[config.mk]
export PLATFORM = sky130hd
export DESIGN_NAME = word_sel_sequencer
export DESIGN_NICKNAME = d
export VERILOG_FILES = /design/src/rtl/word_sel_sequencer.sv
export SDC_FILE = /design/constraint.sdc
export NUM_CORES = 1
export LEC_CHECK = 0
export ABC_AREA = 0
export BUFFER_PORTS_ARGS = -buffer_cell sky130_fd_sc_hd__buf_2
export CORE_ASPECT_RATIO = 0.5
export CORE_MARGIN = 3
export CORE_UTILIZATION = 35
export CTS_BUF_LIST = sky130_fd_sc_hd__clkbuf_8 sky130_fd_sc_hd__clkbuf_16
export DETAILED_ROUTE_END_ITERATION = 8
export SYNTH_ARGS = -nofsm -noshare
export SYNTH_HDL_FRONTEND = slang
export SYNTH_SLANG_ARGS = --single-unit
[constraint.sdc]
create_clock -name clk -period 3.8 [get_ports clk]
set_input_delay 0.19 -clock clk [delete_from_list [all_inputs] [get_ports clk]]
set_output_delay 0.19 -clock clk [all_outputs]
set_load 0.02 [all_outputs]
[src/rtl/word_sel_sequencer.sv]
// One-hot word-select sequencer for the ChaCha20 state/key register file (direct and sequence modes).
// Optional integrity checker enabled by defining WORD_SEL_ONEHOT_CHK_EN.
module word_sel_sequencer #(
    parameter int ADDR_W    = 4,
    parameter int NUM_WORDS = 16
) (
    input  logic                 clk,
    input  logic                 rst_n,
    input  logic                 mode,
    input  logic                 dir_vld,
    input  logic [ADDR_W-1:0]    dir_addr,
    input  logic                 seq_start,
    input  logic                 seq_rdy,
    output logic [NUM_WORDS-1:0] sel,
    output logic                 sel_vld,
    output logic [ADDR_W-1:0]    sel_idx,
    output logic                 busy,
    output logic                 done,
    output logic                 addr_err,
    output logic                 onehot_err
);

    localparam logic [ADDR_W:0]      LP_NW   = (ADDR_W+1)'(NUM_WORDS);
    localparam logic [ADDR_W-1:0]    LP_LAST = ADDR_W'(NUM_WORDS-1);
    localparam logic [NUM_WORDS-1:0] LP_ONE  = NUM_WORDS'(1);

    typedef enum logic {S_IDLE, S_RUN} state_t;

    state_t                 r_state, w_state_nx;
    logic [NUM_WORDS-1:0]   r_sel, w_sel_nx;
    logic                   r_sel_vld, w_vld_nx;
    logic [ADDR_W-1:0]      r_sel_idx, w_idx_nx;
    logic                   r_done, w_done_nx;
    logic                   r_addr_err, w_err_nx;

    always_ff @(posedge clk or negedge rst_n) begin
        if (!rst_n) begin
            r_state    <= S_IDLE;
            r_sel      <= '0;
            r_sel_vld  <= 1'b0;
            r_sel_idx  <= '0;
            r_done     <= 1'b0;
            r_addr_err <= 1'b0;
        end else begin
            r_state    <= w_state_nx;
            r_sel      <= w_sel_nx;
            r_sel_vld  <= w_vld_nx;
            r_sel_idx  <= w_idx_nx;
            r_done     <= w_done_nx;
            r_addr_err <= w_err_nx;
        end
    end

    always_comb begin
        w_state_nx = r_state;
        w_sel_nx   = '0;
        w_vld_nx   = 1'b0;
        w_idx_nx   = '0;
        w_done_nx  = 1'b0;
        w_err_nx   = 1'b0;
        case (r_state)
            S_IDLE: begin
                // mode arbitrates; the request belonging to the other mode is dropped
                if (!mode) begin
                    if (dir_vld) begin
                        if ({1'b0, dir_addr} < LP_NW) begin
                            w_sel_nx = LP_ONE << dir_addr;
                            w_vld_nx = 1'b1;
                            w_idx_nx = dir_addr;
                        end else begin
                            w_err_nx = 1'b1;
                        end
                    end
                end else if (seq_start) begin
                    w_state_nx = S_RUN;
                    w_sel_nx   = LP_ONE;
                    w_vld_nx   = 1'b1;
                end
            end
            S_RUN: begin
                if (!seq_rdy) begin
                    w_sel_nx = r_sel;
                    w_vld_nx = r_sel_vld;
                    w_idx_nx = r_sel_idx;
                end else if (r_sel_idx == LP_LAST) begin
                    w_state_nx = S_IDLE;
                    w_done_nx  = 1'b1;
                end else begin
                    w_sel_nx = r_sel << 1;
                    w_vld_nx = 1'b1;
                    w_idx_nx = r_sel_idx + 1'b1;
                end
            end
            default: w_state_nx = S_IDLE;
        endcase
    end

    assign sel      = r_sel;
    assign sel_vld  = r_sel_vld;
    assign sel_idx  = r_sel_idx;
    assign busy     = (r_state == S_RUN);
    assign done     = r_done;
    assign addr_err = r_addr_err;

`ifdef WORD_SEL_ONEHOT_CHK_EN
    logic w_chk_bad;
    logic r_onehot_err;

    // x & (x-1) is non-zero exactly when more than one bit is set
    assign w_chk_bad = ((r_sel & (r_sel - LP_ONE)) != '0) ||
                       (r_sel_vld && (r_sel != (LP_ONE << r_sel_idx)));

    always_ff @(posedge clk or negedge rst_n) begin
        if (!rst_n) r_onehot_err <= 1'b0;
        else        r_onehot_err <= r_onehot_err | w_chk_bad;
    end

    assign onehot_err = r_onehot_err;
`else
    assign onehot_err = 1'b0;
`endif

endmodule
[After elaboration in Yosys (flattened, before gate mapping)]
Cells that the tools add are included.
Cells by class
  $add $sub $neg: 1
  shift-type cells: 1
  multiplexer cells: 23
  equal/unequal tests: 2
  bitwise logic cells: 1
Operator list (count)
  16-bit 2-to-1 mux: 4
  16-bit case mux with 2 select lines: 1
  4-bit 2-to-1 mux: 4
  1-bit by 4-bit << shifter with 16-bit output, first input constant: 1
  1-bit 2-to-1 mux: 11
  4-bit case mux with 2 select lines: 1
  4-bit by 1-bit adder with 4-bit output, second input constant: 1
  4-bit == test, second input constant: 1
  1-bit case mux with 2 select lines: 2
  2-bit inequality test, second input constant: 1
  1-bit inverter: 1
Word-level totals
  register bits: 23
  word-level logic and storage cells: 33
  bits of input ports: 10

[Longest topological paths before layout]
Gate-level depths: netlist (run 1).
  depth after elaboration: 4
  depth in mapped cells: 5
  gate-level depth less buffers: 4

[Worst setup path before layout (run 1)]
Ideal clock, no wire load.
  kind: register -> register
  start: register r_sel_idx[0] (netlist: sel_idx[0])
  end: register r_sel[10] (netlist: sel[10])
  stages on the path, launching flop included: 6
  arrival time: 1.537 ns
  period minus slack after synthesis: 1.663 ns
  slack: 2.137 ns
  setup time: 0.126 ns
  cells stage by stage: dfrtp_1 > ha_1 > nand3_1 > and2_1 > buf_2 > a221o_1
Between the ends
  longest elaborated chain between the ends: 4
RTL lines
  start, declared: RTL line 32  | logic [ADDR_W-1:0] r_sel_idx, w_idx_nx;
  start signal, assigned: RTL line 48  | r_sel_idx <= w_idx_nx;
  4-bit == test: RTL line 85  | end else if (r_sel_idx == LP_LAST) begin
  16-bit 2-to-1 mux: RTL line 85
  16-bit 2-to-1 mux: RTL line 81  | if (!seq_rdy) begin
  16-bit case mux with 2 select lines: RTL line 61  | case (r_state)
  end signal, assigned: RTL line 46  | r_sel <= w_sel_nx;
  end, declared: RTL line 30  | logic [NUM_WORDS-1:0] r_sel, w_sel_nx;
Every way passes these cells. The select of a mux whose other input is x is not followed.
A chain may end at the register's enable or synchronous reset.

[Final worst setup path (run 1)]
  start: register r_sel_idx[0] (netlist: sel_idx[0])
  end: register r_sel[5] (netlist: sel[5])
The elaborated chain is that of the path after synthesis.

==> metrics.cfg, run 1 <==
[setup_path]
critPathKind=reg2reg
cp_max_fo=12
critPathLaunch=sel_idx[0]
arrival_ns=1.86
required_ns=3.95
setup.worst_path.end_class=register
cp-start-kind=register
r2r_start=sel_idx[0]

[routing]
route.detailed.drc=0
wire_per_inst_um=16.0
firstDrtPassIters=4
wirelength_um=2720
via_count=953
drt_iter0_markers=73
ant_nets=0
vias_per_cell=5.61

[cells_and_area]
n_fill_cell=272
multi_input_area_um2=505
final_layout_size_suffix_gt1_frac=0.293
layout_common_cells=buf_2 (32), dfrtp_1 (23), a221o_1 (12), nand2_1 (8)
antennaDiodeCount=0
stdcell_area_um2=1360
fin_nets=145
post-route-util=0.479
final_common_cell=buf_2
final-seq-area_um2=576
syn_to_final_growth_pct=19.1

[floorplan]
dieArea_um2=4010
dieWidth_um=86.6
die_y_um=46.3
rows=13
initial_core_util=0.402
io_pins=35
core_area_um2=2830

[sta]
worst_pin_slew_ns=0.511
setup_viol=0
rsz0062_at_grt=no
fmax_ghz=0.587
slew_viol_final=0
finalCritPeriodShare=0.449
relSlewSlack=0.660
hold_viol=0
clock_skew_ns=0.00221
fin_tns_setup_ns=0
period_minus_slack_ns=1.70
fin_ws_ns=2.10
whs_ns=0.227

[global_route]
antenna_found_initial=0
grt_pass1_vias=886
grt_first_pass_wirelength_um=4610
overflow=0
grtUsageTotal=0.154
grt_max_degree=24

[pwr]
vdd_ir_drop_max_uv=329
power_density_nw_per_um2=590
leakagePower_nw=0.656

[synthesis]
ys_ff_latch=23
yosysWarnings=0
ys_seq_area_frac=0.506
yosysUniqueCellTypes=34
syn-instance-count=104
syn_area_per_cell_um2=10.9
synth.cell_area_um2=1140

[place]
dpl.hpwl_um=2060
io_buffers=32
place_congestion=0.767
dp_slack_ns=2.12
dpl_cell_area_um2=1300

[cts]
cts_buffer_depth=2
htree_levels=1
cts_setup_buffers=0
clock_latency_ns=0.27
postCtsResizedCells=0
clkTransAtPathRegs_ns=0.08
clock-root-buffer=clkbuf_8
clkSinkCount=23
cts_made_buffers=3
cts_tree=yes

[worst_hold_path]
hold_class=in2reg
min_from=dir_addr[1]

[run_status]
outcome=complete, no violations

[job]
maxCapViolations=0

## layout make-up
class,instances,area share
well taps,37,0.0342
multi-input cells,71,0.373
clock inverters,1,0.00369
flip-flops and latches,23,0.425
inverters,1,0.00277
repair buffers,34,0.131
clock buffers,3,0.0305
## critical path, stage by stage (launching register included)
cell and delay (ns):
dfrtp_1 0.44, ha_1 0.25, nand3_1 0.22, and2_1 0.34
a221o_1 0.34
## repair_timing
item | in CTS | in global routing
endpoints found under the setup margin | 0 | 0
endpoints found under the hold margin | 23 | 0
hold buffers | 1 | 0
## report_power, final
| part | internal, mW | total (mW) | switching, mW |
|---|---|---|---|
| Clock | 0.0733 | 0.154 | 0.0806 |
| Sequential | 0.298 | 0.355 | 0.0574 |
| Combinational | 0.108 | 0.290 | 0.182 |
| Total | 0.479 | 0.799 | 0.320 |
## kinds of logic (layout without fill, tap and decap cells)
group / count (synthesis) / count (layout) / synth area share
muxes: 2 / 2 / 0.0176
AOI/OAI and AO/OA: 27 / 27 / 0.196
DFF: 23 / 23 / 0.506
and+or+nand+nor: 38 / 38 / 0.206
adders and majority gates: 1 / 1 / 0.0110
other: 1 / 2 / 0.00330
buffers and inverters: 11 / 39 / 0.0528
xor gates and xnor gates: 1 / 1 / 0.00770
## sequential cells by signal (all words and copies together) (netlist names)
| signal | flops |
|---|---|
| sel | 16 |
| busy | 1 |
| sel_vld | 1 |
| sel_idx | 4 |
| done | 1 |
## per-stage QoR
stage | power [mW] | std cells
floorplan | 0.563 | 105
global placement | 0.647 | 165
detailed placement | 0.651 | 165
CTS | 0.808 | 170
global route | 0.857 | 170
finish | 0.799 | 170
## cell usage after synthesis
library cell	count	area, um2
a211o_1	1	8.76
a21o_1	1	7.51
a21oi_1	1	5.00
a221o_1	12	120
a32oi_1	3	26.3
and2_0	1	6.26
and2_1	1	6.26
and3_1	1	6.26
buf_2	3	15.0
buf_4	2	15.0
buf_6	1	11.3
clkbuf_1	4	15.0
conb_1	1	3.75
dfrtp_1	23	576
ha_1	1	12.5
inv_1	1	3.75
mux2i_1	2	20.0
nand2_1	8	30.0
nand2b_1	2	12.5
nand3_1	3	15.0
nand3b_1	1	7.51
nand4_1	1	6.26
nand4bb_1	2	22.5
nor2b_1	2	12.5
nor3_1	6	30.0
nor3b_1	1	7.51
nor4_1	6	37.5
nor4_2	1	12.5
o211ai_1	3	22.5
o21ai_0	5	25.0
o31ai_1	1	7.51
or4_1	1	7.51
or4b_4	1	13.8
xor2_1	1	8.76
## metal layers
metal,up-vias,part of all wire,global-route usage
met5,-,0,0
met4,0,0,0.0373
met3,0,0.066,0.0500
met2,32,0.40,0.205
met1,456,0.53,0.234
li1,465,-,-
## worst paths after layout
kind,end,slack (ns),cells after the start
setup / recovery,sel[5],2.10,4
hold / removal,sel[12],0.23,2
setup reg to reg,sel[5],2.10,4
hold reg to reg,sel[0],0.52,1
max in group asynchronous,sel[8],3.02,2
min in group asynchronous,sel_idx[1],0.43,2
No activity file was read; power rests on OpenSTA's default activity.
==> run 2, diff against run 1 <==
==> constraint.sdc (replaced) <==
create_clock -name clk -period 1.6 [get_ports clk]
set_input_delay 0.08 -clock clk [delete_from_list [all_inputs] [get_ports clk]]
set_output_delay 0.08 -clock clk [all_outputs]
set_load 0.02 [all_outputs]
==> run 2 against run 1 <==
  * Cell area rose by 2.4%
  * Total power up 140%
  * Critical path type unchanged
  * Worst hold slack worse by 0.096 ns
  * Fmax rose by 14%
  * Via count up 2.2%
==> metrics.cfg, run 2 (synthesized netlist as in run 1, its figures left out) <==
[global_route]
grtUsageTotal=0.148  ; -0.00565
antenna_found_initial=0  ; unchanged
overflow=0  ; unchanged
grt_max_degree=24  ; unchanged
grt_pass1_vias=931  ; +5.1%
grt_first_pass_wirelength_um=4510  ; -2.1%

[cts]
cts_setup_buffers=0  ; unchanged
clkTransAtPathRegs_ns=0.09  ; about the same
htree_levels=1  ; unchanged
clkSinkCount=23  ; unchanged
cts_buffer_depth=2  ; unchanged
postCtsResizedCells=0  ; unchanged
cts_made_buffers=3  ; unchanged
clock-root-buffer=clkbuf_8
cts_tree=yes
clock_latency_ns=0.26  ; about the same

[worst_hold_path]
hold_class=in2reg
min_to=sel[12]
min_from=dir_addr[0]
hold_depth=2  ; unchanged

[cells_and_area]
antennaDiodeCount=0  ; unchanged
largest_register_ffs=16  ; unchanged
syn_to_final_growth_pct=22.0
final_layout_size_suffix_gt1_frac=0.328  ; +0.0352
stdcell_area_um2=1390  ; +2.4%
layout_common_cells=buf_2 (32), dfrtp_1 (21), a221o_1 (12), nand2_1 (8)
final_cells=174  ; +2.4%
final_common_cell=buf_2
fin_nets=149  ; +2.8%

[sta]
hold_viol=0  ; unchanged
worst_pin_slew_ns=0.521  ; +0.0107 ns
rsz0062_at_grt=no
fin_tns_setup_ns=0  ; unchanged
period_minus_slack_ns=1.50  ; -0.204 ns
clock_skew_ns=0.00416  ; +0.00195 ns
finalCritPeriodShare=0.938  ; +0.489
setup_viol=0  ; unchanged
relSlewSlack=0.652  ; -0.00714
fmax_ghz=0.666  ; +14%
slew_viol_final=0  ; unchanged
whs_ns=0.131  ; -0.0961 ns

[routing]
vias_per_cell=5.60  ; -0.15%
wirelength_um=2810  ; +3.3%
drt_iter0_markers=41  ; -44%
wire_per_inst_um=16.1  ; +0.97%
via_count=974  ; +2.2%
route.detailed.drc=0  ; unchanged
firstDrtPassIters=4  ; unchanged
ant_nets=0  ; unchanged

[place]
io_buffers=32  ; unchanged
dpl_cell_area_um2=1330  ; +2.5%
place_congestion=0.831  ; +8.3%
dpl.hpwl_um=2100  ; +1.9%
dp_cells=169  ; +2.4%

[setup_path]
arrival_ns=1.70  ; -0.16 ns
r2r_start=sel_idx[0]
cp-start-kind=register
rr_endpoint=sel[7]
required_ns=1.80  ; -2.15 ns
worst-r2r-cell-count=4  ; unchanged
critPathKind=reg2reg
setup.worst_path.end_class=register
cp_max_fo=12  ; unchanged
r2r_slack_ns=0.1  ; -2.00 ns

[run_status]
outcome=complete, no violations

[floorplan]
core_area_um2=2830  ; unchanged
dieArea_um2=4010  ; unchanged
initial_core_util=0.402  ; unchanged
dieWidth_um=86.6  ; unchanged
rows=13  ; unchanged
io_pins=35  ; unchanged
die_y_um=46.3  ; unchanged

[pwr]
power_density_nw_per_um2=1400  ; +140%
vdd_ir_drop_max_uv=703  ; +110%
leakagePower_nw=0.672  ; +2.4%

[job]
maxCapViolations=0  ; unchanged

run 2: critical path, cell delays in order (launching register included):
cell,delay (ns)
dfrtp_2,0.44
ha_1,0.24
nand3_1,0.11
and2_1,0.41
a221o_1,0.23
run 2: layout make-up:
type | count | area, um2
clock inverter | 1 | 5.00
sequential | 23 | 578
multi-input combinational | 71 | 505
fill | 284 | 1440
clock buffer | 3 | 41.3
timing repair buffer | 38 | 208
inverter | 1 | 3.75
tap | 37 | 46.3
run 2: report_power, final:
group | switching, mW | total, mW | internal, mW | leakage (nW)
sequential | 0.127 | 0.839 | 0.712 | 0.304
combinational | 0.451 | 0.740 | 0.289 | 0.343
clock | 0.192 | 0.366 | 0.174 | 0.0255
run 2: worst max path at each step:
| stage | cells past startpoint | slack (ns) | start | endpoint |
|---|---|---|---|---|
| global placement | 3 | 0.15 | busy | sel[1] |
| global route | 4 | 0.008 | sel_idx[0] | sel[1] |
| finish | 4 | 0.1 | sel_idx[0] | sel[7] |
| detailed placement | 4 | 0.11 | sel_idx[0] | sel[7] |
| floorplan | 5 | 0.02 | sel_idx[0] | sel[10] |
| CTS | 4 | 0.1 | sel_idx[0] | sel[7] |
run 2: timing repair:
| item | CTS | global route |
|---|---|---|
| hold buffers | 1 | 0 |
| endpoints found under the hold margin | 23 | 0 |
| setup endpoints to repair | 0 | 0 |
run 2: metrics by stage:
step | total power [mW] | utilization | worst slack, ns
floorplan | 1.34 | - | 0.0229
global placement | 1.59 | 0.470 | 0.151
detailed placement | 1.60 | 0.470 | 0.110
CTS | 1.98 | 0.490 | 0.0957
global route | 2.08 | 0.490 | 0.00829
finish | 1.95 | 0.490 | 0.0994
run 2: layer usage:
| layer | up-vias | global-route usage | share of wire |
|---|---|---|---|
| met5 | - | 0 | 0 |
| met4 | 0 | 0.0217 | 0.0028 |
| met3 | 2 | 0.0411 | 0.052 |
| met2 | 28 | 0.225 | 0.41 |
| met1 | 473 | 0.215 | 0.54 |
| li1 | 471 | - | - |
